===== src/rtl/systolic_row_skew_feeder.sv =====
// rtl/systolic_row_skew_feeder.sv - operand FIFO plus per-row skew chains feeding a systolic PE array
module systolic_row_skew_feeder #(
   parameter int N     = 4,
   parameter int DEPTH = 4,
   parameter int DW    = 32
) (
   input  logic                     clk,
   input  logic                     rst,
   input  logic                     in_valid,
   output logic                     in_ready,
   input  logic [N*DW-1:0]          in_data,
   input  logic                     in_last,
   input  logic                     en,
   output logic [N*DW-1:0]          row_a,
   output logic [N-1:0]             row_valid,
   output logic                     tile_done,
   output logic [$clog2(DEPTH):0]   fifo_count
);

   localparam int AW  = $clog2(DEPTH);
   localparam int CW  = AW + 1;
   localparam int DCW = $clog2(N) + 1;

   localparam logic [1:0] S_IDLE   = 2'd0;
   localparam logic [1:0] S_STREAM = 2'd1;
   localparam logic [1:0] S_DRAIN  = 2'd2;
   localparam logic [1:0] S_DONE   = 2'd3;

   logic [N*DW:0]    r_mem [DEPTH];
   logic [AW-1:0]    r_wr_ptr;
   logic [AW-1:0]    r_rd_ptr;
   logic [CW-1:0]    r_count;
   logic [1:0]       r_state;
   logic [DCW-1:0]   r_drain_cnt;

   logic             w_push;
   logic             w_pop;
   logic             w_head_last;
   logic [N*DW-1:0]  w_head_data;

   // Ready depends only on the registered count, so a full FIFO never accepts even when popping.
   assign in_ready   = !rst && (r_count < CW'(DEPTH));
   assign w_push     = in_valid && in_ready;
   assign w_pop      = en && (r_count != '0) && ((r_state == S_IDLE) || (r_state == S_STREAM));
   assign {w_head_last, w_head_data} = r_mem[r_rd_ptr];
   assign fifo_count = r_count;
   assign tile_done  = (r_state == S_DONE);

   always_ff @(posedge clk) begin
      if (w_push) begin
         r_mem[r_wr_ptr] <= {in_last, in_data};
      end
   end

   always_ff @(posedge clk or posedge rst) begin
      if (rst) begin
         r_wr_ptr <= '0;
         r_rd_ptr <= '0;
         r_count  <= '0;
      end else begin
         if (w_push) begin
            r_wr_ptr <= r_wr_ptr + AW'(1);
         end
         if (w_pop) begin
            r_rd_ptr <= r_rd_ptr + AW'(1);
         end
         case ({w_push, w_pop})
            2'b10:   r_count <= r_count + CW'(1);
            2'b01:   r_count <= r_count - CW'(1);
            default: r_count <= r_count;
         endcase
      end
   end

   always_ff @(posedge clk or posedge rst) begin
      if (rst) begin
         r_state     <= S_IDLE;
         r_drain_cnt <= '0;
      end else begin
         case (r_state)
            S_IDLE, S_STREAM: begin
               if (w_pop && w_head_last) begin
                  r_state     <= (N == 1) ? S_DONE : S_DRAIN;
                  r_drain_cnt <= DCW'(N - 1);
               end else if (w_pop) begin
                  r_state <= S_STREAM;
               end else if (en) begin
                  r_state <= S_IDLE;
               end
            end
            S_DRAIN: begin
               if (en) begin
                  if (r_drain_cnt == DCW'(1)) begin
                     r_state <= S_DONE;
                  end
                  r_drain_cnt <= r_drain_cnt - DCW'(1);
               end
            end
            default: r_state <= S_IDLE;
         endcase
      end
   end

   // Row i is a chain of i+1 registers so lane i lags stage 0 by exactly i en-edges.
   for (genvar gi = 0; gi < N; gi++) begin : g_row
      logic [DW-1:0] r_dat [0:gi];
      logic [gi:0]   r_vld;

      always_ff @(posedge clk or posedge rst) begin
         if (rst) begin
            for (int k = 0; k <= gi; k++) begin
               r_dat[k] <= '0;
            end
            r_vld <= '0;
         end else if (en) begin
            r_dat[0] <= w_pop ? w_head_data[gi*DW +: DW] : '0;
            r_vld[0] <= w_pop;
            for (int k = 1; k <= gi; k++) begin
               r_dat[k] <= r_dat[k-1];
               r_vld[k] <= r_vld[k-1];
            end
         end
      end

      assign row_a[gi*DW +: DW] = r_dat[gi];
      assign row_valid[gi]      = r_vld[gi];
   end

endmodule

===== config.mk =====
export PLATFORM = sky130hd
export DESIGN_NAME = systolic_row_skew_feeder
export DESIGN_NICKNAME = d
export VERILOG_FILES = /design/src/rtl/systolic_row_skew_feeder.sv
export SDC_FILE = /design/constraint.sdc
export NUM_CORES = 1
export LEC_CHECK = 0
export BUFFER_PORTS_ARGS = -buffer_cell sky130_fd_sc_hd__buf_2
export CAP_MARGIN = 20
export CORE_ASPECT_RATIO = 0.6
export CORE_MARGIN = 4
export CORE_UTILIZATION = 60
export CTS_CLUSTER_DIAMETER = 120
export DETAILED_ROUTE_END_ITERATION = 10
export HOLD_SLACK_MARGIN = 0.08
export MAX_ROUTING_LAYER = met4
export PLACE_DENSITY = 0.8
export SYNTH_ARGS = -nofsm -noshare
export SYNTH_HDL_FRONTEND = slang
export SYNTH_SLANG_ARGS = --single-unit

===== constraint.sdc =====
create_clock -name clk -period 15.8 [get_ports clk]
set_input_delay 0 -clock clk [delete_from_list [all_inputs] [get_ports clk]]
set_output_delay 0 -clock clk [all_outputs]
set_load 0.005 [all_outputs]

# [Word-level counts from Yosys, hierarchy flattened]
# Memories as Yosys holds them, arrays and structs flattened.
# Cells that the tools add are included.
[totals] wordCells=66 mem_count=1 regBits=342 output_inout_bits=137 ramBits=516 inputBits=133
[classes] n_addsub=5 mux=16 n_eq_ne=10 reduce_logical=14 order_cmp=1
[memory_table] memory="r_mem" depth=4 word_bits=129 rd=1 rd_ports_with_merged_regs=0 write_ports=1 line="29" text="logic [N*DW:0] r_mem [DEPTH];"
[ops] op="$mux 32" count=4
[ops] op="$pmux 3 s2" count=2
[ops] op="$mux 2" count=5
[ops] op="$eq 2x2->1 const B" count=3
[ops] op="$mux 3" count=2
[ops] op="$ne 2x2->1 const B" count=3
[ops] op="$reduce_and 3->1" count=2
[ops] op="$sub 3x1->3 const B" count=2
[ops] op="$logic_and 1x1->1" count=5
[ops] op="$add 2x1->2 const B" count=2
[ops] op="$eq 2x1->1 const B" count=2
[ops] op="$ne 4x4->1 const B" count=1
[ops] op="$pmux 2 s2" count=1
[ops] op="$reduce_bool 2->1" count=2
[ops] op="$add 3x1->3 const B" count=1
[ops] op="$eq 3x1->1 const B" count=1
[ops] op="$lt 3x3->1 const B" count=1
[ops] op="$reduce_bool 3->1" count=1
[ops] op="$logic_not 2->1" count=1
[ops] op="$mux 1" count=2
[ops] op="$reduce_or 2->1" count=1
[ops] op="$logic_not 1->1" count=1
[ops] op="$logic_or 1x1->1" count=1

# [Longest topological paths before layout]
# Gate-level depths: netlist of the first run.
[logic_depth] ltp_word=6 ltp_mapped=11 depth_no_buf=9

# [Worst setup path before layout of the first run]
# No wires, ideal clock.
[synth_path] path_type="reg2reg" startpoint="register r_count[2] (netlist: fifo_count[2])" endpoint="memory r_mem[0][0] (netlist name), enable pin" synth_period_minus_slack_ns=4.196 path_buffers=0 arrival_ns=3.692 required_time_ns=15.295 stages_incl_launch_ff=3 setup_slack_ns=11.604 setup_time_ns=0.505 cell_sequence="dfrtp_1 > nor2_1 > and3_1"
[synth_via] elab_chain_len=5
[synth_rtl] item="from (decl)" line="32" text="logic [CW-1:0] r_count;"
[synth_rtl] item="from (signal assigned)" line="68" text="2'b10: r_count <= r_count + CW'(1);"
[synth_rtl] item="from (signal assigned)" line="69" text="2'b01: r_count <= r_count - CW'(1);"
[synth_rtl] item="from (signal assigned)" line="70" text="default: r_count <= r_count;"
[synth_rtl] item="$lt 3x3->1" line="42" text="assign in_ready = !rst && (r_count < CW'(DEPTH));"
[synth_rtl] item="$logic_and 1x1->1" line="42"
[synth_rtl] item="net in_ready" line="10" text="output logic in_ready,"
[synth_rtl] item="$logic_and 1x1->1" line="43" text="assign w_push = in_valid && in_ready;"
[synth_rtl] item="$mux 1" line="50" text="if (w_push) begin"
[synth_rtl] item="$mux 1 (not written as such)" line="51" text="r_mem[r_wr_ptr] <= {in_last, in_data};"
[synth_rtl] item="to (decl)" line="29"
# The timed path passes the listed nets, and every way through them passes these cells.

# [Worst setup path in the final report of the first run]
[layout_path] startpoint="register r_count[2] (netlist: fifo_count[2])" endpoint="memory r_mem[0][43] (netlist name), enable pin"
[layout_via] elab_chain_len=5
[layout_rtl] item="$lt 3x3->1" line="42"
[layout_rtl] item="$logic_and 1x1->1" line="42"
[layout_rtl] item="$logic_and 1x1->1" line="43"
[layout_rtl] item="$mux 1" line="50"
[layout_rtl] item="$mux 1 (not written as such)" line="51"
# Every way passes these cells.

==> results of run 1 <==
-- Yosys cell counts, drive strengths merged --
master and instances:
a21o 1, a21oi 3, a22o 128, a31oi 2, and2 2, and3 4, buf 150, clkbuf 27
dfrtp 336, edfxtp 516, fa 1, ha 7, inv 11, mux2 196, mux4 129, nand2 6
nand2b 2, nand3 2, nand4b 1, nor2 2, nor2b 1, o21ai 1, o221ai 1, or2 2
or3 2, xnor2 4, xor2 3
-- logic make-up (layout without fill, tap and decap cells) --
group | after synthesis | after routing
other | 0 | 7
buffers and inverters | 188 | 569
adder cells (fa/ha/maj) | 8 | 8
multiplexers | 325 | 325
AO/OA/AOI/OAI | 136 | 136
flip-flops | 852 | 852
AND/OR/NAND/NOR | 24 | 24
XOR/XNOR | 7 | 7
-- layout by cell type (no fill, tap or decap), drive strengths merged --
cell and count:
a21o 1, a21oi 3, a22o 128, a31oi 2, and2 2, and3 4, buf 288, bufinv 6
clkbuf 109, clkinv 18, clkinvlp 1, dfrtp 336, diode 7, dlygate4sd3 132, edfxtp 516, fa 1
ha 7, inv 15, mux2 196, mux4 129, nand2 6, nand2b 2, nand3 2, nand4b 1
nor2 2, nor2b 1, o21ai 1, o221ai 1, or2 2, or3 2, xnor2 4, xor2 3
-- sequential cells by signal, indices dropped and copies added, names as in the netlist --
signal and count:
g_row.r_dat 224, r_rd_ptr 2, r_wr_ptr 2, r_drain_cnt 3
g_row.r_vld 4, r_mem 516, r_state 2, row_a 96
fifo_count 3
-- per-stage QoR --
| stage | util, % | cells |
|---|---|---|
| 2_1_floorplan | - | 1540 |
| 3_3_place_gp | 63.84 | 2341 |
| 3_5_place_dp | 63.90 | 2342 |
| 4_1_cts | 71.20 | 2612 |
| 5_1_grt | 71.34 | 2621 |
| 6_report | 71.34 | 2621 |
-- worst max-delay path: stages (launching register included) --
cell and delay (ns):
dfrtp_1 0.41, nor2_1 0.34, and3_4 0.52, buf_4 0.77, buf_4 0.76
-- final cells by class --
class,instances,area share (%)
flip-flops and latches,852,64.99
well taps,693,2.357
diodes,7,0.04761
clock inverters,29,0.8910
repair buffers,420,7.863
multi-input cells,500,17.95
clock buffers,109,5.758
inverters,11,0.1462
-- final timing paths --
check / end / slack (ns) / cells after the start
min in group asynchronous: row_a[32] / 0.19 / 3
worst max register to register: r_mem[0][43] / 12.54 / 4
worst min-delay path: r_mem[3][26] / 0.15 / 2
max in group asynchronous: g_row[2].r_dat[91] / 14.29 / 4
worst max-delay path: r_mem[0][43] / 12.54 / 4
worst min register to register: row_a[72] / 0.50 / 1
-- timing repair --
item,in CTS,in global routing
setup buffers,0,0
hold endpoints to repair,734,0
hold buffers,132,0
-- metal layers --
metal  wire, um  global-route usage [%]
met1      25730                   30.65
met3       3180                   4.117
met2      31910                   38.15
met5          0                       -
met4       1625                   6.850
-- power by group --
group,internal (uW),switching [uW]
Sequential,2880,317
Clock,1040,778
Combinational,781,607
==> summary.txt, run 1 <==
Status - finished, final reports clean
Initial Utilization - 61.43%
Worst-path fanout max - 55
Final wirelength - 62450 um
Max clock buf depth - 3
RSZ-0062 raised after global routing - false
Register Area - 0.02391 mm2
Post-DRT Antenna Nets - 0
Leak - 0.01460 uW
Synth Net Count - 1681
Cells taking the most area after synthesis - edfxtp_1 49%, dfrtp_1 27%, mux4_2 9.2%
Io pins - 270
DRC - 0
Slew Limit Headroom - 27.18%
Post-Syn Instances - 1540
Arrival @ worst endpoint - 3.48 ns
Initial drt markers - 1248
Root Buffer - clkbuf_16
Largest family of logic cells by synthesized area - multiplexers
Max-slew violation count - 0
H-tree levels - 3
Crit end category - flop
P&R area growth vs syn - 16.14%
Worst-path clk slew - 0.07 ns
Hold slack - 0.1515 ns
Leading area contributor after synthesis - edfxtp_1
Pwr Total - 6399 uW
Final Wtd Congestion - 0.7451
Syn Area/Cell - 20.57 um2
Initial antenna violation count - 7
Area of the multi-input gates - 0.006604 mm2
Total track usage - 23.24%
Top cell type's share of synthesized area - 48.91%
First-pass GRT wire length - 97720 um
Worst EP required - 16.02 ns
Maximum VDD drop - 131.3 uV
Min-Delay Path Class - input port to flop
Port bufs - 269
Hold_sp - in_data[26]
Worst skew pair latency - 0.60 ns
Die footprint - 0.05666 mm2
Final worst path period share - 20.60%
Post-synthesis cell type count - 32
Peak Freq - 307.2 MHz
Post-synthesis adder-cell area fraction - 0.3397%
Final WS setup - 12.54 ns
Final-report setup violation count - 0
Mapped Area - 0.03168 mm2
Filler instances - 3073
Sequential-to-total area share from yosys stat - 75.46%
Chip width - 304.6 um
Placeable Area - 0.05157 mm2
Clk sinks - 852
Area after DPL - 0.03295 mm2
Router iterations before antenna repair - 5
Pin count of the biggest net entering global routing - 129
Design area - 0.03679 mm2
Die height - 186.0 um
Total number of vias - 15260
Critical path class - flop to flop
Setup tns final - 0 ns
Compound-Gate Fraction of Synth Area - 3.693%
Post-cts sizing count - 0
Vias per inst - 5.823
Startpoint type of the worst setup path - flop
Simple-Gate Fraction of Synth Area - 0.4187%
Vias in the first global route - 16540
Setup crit start - fifo_count[2]
Post-synthesis mux area share - 16.14%
Place WS - 12.58 ns
Post-Synth XOR/XNOR Area - 0.1935%
DP HPWL - 35160 um
Row cnt - 64
TritonCTS clock tree - yes
Reg-to-reg startpoint - fifo_count[2]
GRT overflow - 0
PwrDens - 173.9 mW/mm2
Drt wl/cell - 23.83 um
Final nets - 2000
Synth warn - 0
Fin crit period - 3.256 ns
Final hold vios - 0
Slew @ Worst Pin - 1.092 ns
Max_cap viols - 0
Share of cells above drive strength 1 - 38.26%
Post-synthesis register bit count - 852
TritonCTS Buffers - 74
Setup Skew - 0.01851 ns
Note: power is estimated with default switching activity, not from simulation.
==> run 2, diff against run 1 <==
--- a/config.mk
+++ b/config.mk
@@ -9,12 +9,12 @@
 export CAP_MARGIN = 20
 export CORE_ASPECT_RATIO = 0.6
 export CORE_MARGIN = 4
-export CORE_UTILIZATION = 60
+export CORE_UTILIZATION = 59
 export CTS_CLUSTER_DIAMETER = 120
 export DETAILED_ROUTE_END_ITERATION = 10
 export HOLD_SLACK_MARGIN = 0.08
 export MAX_ROUTING_LAYER = met4
-export PLACE_DENSITY = 0.8
+export PLACE_DENSITY = 0.79
 export SYNTH_ARGS = -nofsm -noshare
 export SYNTH_HDL_FRONTEND = slang
 export SYNTH_SLANG_ARGS = --single-unit
==> constraint.sdc (replaced) <==
create_clock -name clk -period 3.1 [get_ports clk]
set_input_delay 0 -clock clk [delete_from_list [all_inputs] [get_ports clk]]
set_output_delay 0 -clock clk [all_outputs]
set_load 0.005 [all_outputs]
==> summary.txt, run 2 (synthesis results as in run 1) <==
Initial Utilization - 59.92% (-1.5 points)
Arrival @ worst endpoint - 2.35 ns (-1.13 ns)
Worst EP required - 3.36 ns (-12.66 ns)
Drt wl/cell - 23.39 um (-1.8%)
DRC - 0 (unchanged)
Worst-path cell chain - nor2_1 -> and3_4 -> buf_4
Vias per inst - 5.782 (-0.70%)
Fin crit period - 2.087 ns (-1.168 ns)
Pin count of the biggest net entering global routing - 105 (-19%)
Max stage delay on crit path - 0.65 ns (-0.12 ns)
Worst-path fanout max - 35 (-36%)
Setup Skew - 0.01483 ns (-0.003675 ns)
Final hold vios - 0 (unchanged)
Final cell count without fillers - 2640 (+0.72%)
Max-slew violation count - 0 (unchanged)
Worst path slowest cell - and3_4
Share of cells above drive strength 1 - 38.61% (+0.35 points)
Leak - 0.01462 uW (+0.18%)
Cells on worst reg2reg path - 3 (-1)
Reg-to-reg startpoint - fifo_count[2]
TritonCTS clock tree - yes
First-pass GRT wire length - 97020 um (-0.72%)
Setup crit start - fifo_count[2]
Port bufs - 269 (unchanged)
FF-to-FF setup slack - 1.01 ns (-11.53 ns)
Io pins - 270 (unchanged)
Vias in the first global route - 16490 (-0.31%)
Slew Limit Headroom - 32.03% (+4.8 points)
Worst-path clk slew - 0.07 ns (about the same)
Setup tns final - 0 ns (unchanged)
Initial antenna violation count - 5 (-2)
Chip width - 307.1 um (+0.82%)
Worst skew pair latency - 0.59 ns (about the same)
CP delay by family, top - simple AND/OR/NAND/NOR gates
P&R area growth vs syn - 16.61%
DP HPWL - 35320 um (+0.47%)
PwrDens - 875.7 mW/mm2 (+400%)
Min-Delay Path Class - input port to flop
Status - finished, final reports clean
Final worst path period share - 67.33% (+47 points)
Final wirelength - 61740 um (-1.1%)
Die height - 187.5 um (+0.81%)
Startpoint type of the worst setup path - flop
Clk sinks - 852 (unchanged)
Final-report setup violation count - 0 (unchanged)
Total track usage - 22.57% (-0.68 points)
Die footprint - 0.05758 mm2 (+1.6%)
Critical path class - flop to flop
Maximum VDD drop - 532.7 uV (+310%)
Setup crit end - r_mem[2][87]
Max clock buf depth - 3 (unchanged)
Crit path buf inv count - 1 (-1)
Final nets - 2012 (+0.60%)
Max_cap viols - 0 (unchanged)
Max reg flops - 516 (unchanged)
Initial drt markers - 1180 (-5.4%)
GRT overflow - 0 (unchanged)
Peak Freq - 479.1 MHz (+56%)
Filler instances - 3215 (+4.6%)
WHS Path Cells - 2 (unchanged)
Most common cell after layout, fill and taps aside - edfxtp_1
Slew @ Worst Pin - 1.020 ns (-0.07275 ns)
DP Cell Count - 2367 (+1.1%)
R2R Path End - r_mem[2][87]
Final Wtd Congestion - 0.7208 (-3.3%)
Root Buffer - clkbuf_16
Crit end category - flop
Post-cts sizing count - 0 (unchanged)
TritonCTS Buffers - 73 (-1.4%)
Hold slack - 0.1609 ns (+0.009385 ns)
Row cnt - 65 (+1.6%)
Most frequent cells in the layout - 516 x edfxtp_1, 334 x dfrtp_1, 268 x buf_2
Biggest register - r_mem
RSZ-0062 raised after global routing - false
Placeable Area - 0.05286 mm2 (+2.5%)
Levels on crit path - 3 (-1)
Post-DRT Antenna Nets - 0 (unchanged)
Router iterations before antenna repair - 5 (unchanged)
H-tree levels - 3 (unchanged)
Total number of vias - 15270 (+0.020%)
==> run 2: cell types whose count changed in the layout (fill, tap and decap cells not counted), moves of 2 or more <==
cell | previous run | this run
buf_4 | 15 | 13
clkinv_1 | 6 | 3
buf_12 | 1 | 18
clkinv_2 | 10 | 12
clkbuf_8 | 11 | 6
bufinv_16 | 6 | 3
clkbuf_1 | 22 | 25
diode_2 | 7 | 5
buf_16 | 3 | 1
clkinvlp_4 | 1 | 7
==> run 2: worst min-delay path by stage <==
stage	from	to	slack [ns]
after floorplan	rst	in_ready	0.05
after global placement	in_data[78]	r_mem[0][78]	0.21
after detailed placement	in_data[118]	r_mem[1][118]	0.22
after CTS	in_data[39]	r_mem[1][39]	0.12
after global routing	in_data[39]	r_mem[1][39]	0.15
final	in_data[39]	r_mem[1][39]	0.16
==> run 2: layout make-up <==
cell class	count	area (um2)	area share, %
sequential	852	23910	64.73
multi-input combinational	500	6604	17.88
timing repair buffer	433	3163	8.563
clock buffer	105	2028	5.490
tap	703	879.6	2.381
clock inverter	31	287.8	0.7790
inverter	11	55.05	0.1490
antenna	5	12.51	0.03387
==> run 2: report_power, final <==
group | switching [uW] | leakage, uW | total [uW] | internal, uW
combinational | 3190 | 0.00445 | 7290 | 4090
clock | 3990 | 0.00112 | 8860 | 4870
sequential | 1530 | 0.00905 | 16200 | 14700
==> run 2: per-layer routing <==
| layer | global-route usage [%] | share of wire (%) | vias up |
|---|---|---|---|
| li1 | - | - | 6650 |
| met4 | 4.934 | 1.8 | 0 |
| met3 | 4.357 | 5.9 | 88 |
| met1 | 30.10 | 41 | 8051 |
| met2 | 36.99 | 51 | 476 |
| met5 | - | 0 | - |
==> run 2: timing repair <==
| item | 4_1_cts | 5_1_grt |
|---|---|---|
| hold endpoints to repair | 640 | 0 |
| setup endpoints to repair | 0 | 0 |
| setup buffers | 0 | 0 |
| hold buffers | 132 | 0 |
==> run 2: through the flow <==
stage	instance area (um2)	total power, uW	utilization, %	setup slack, ns
after floorplan	31690	21710	-	-1.391
after global placement	33260	23260	62.92	1.061
after detailed placement	33290	23610	62.98	1.006
after CTS	36930	32650	69.86	0.9872
after global routing	36940	33980	69.88	0.9068
final	36940	32350	69.88	1.013
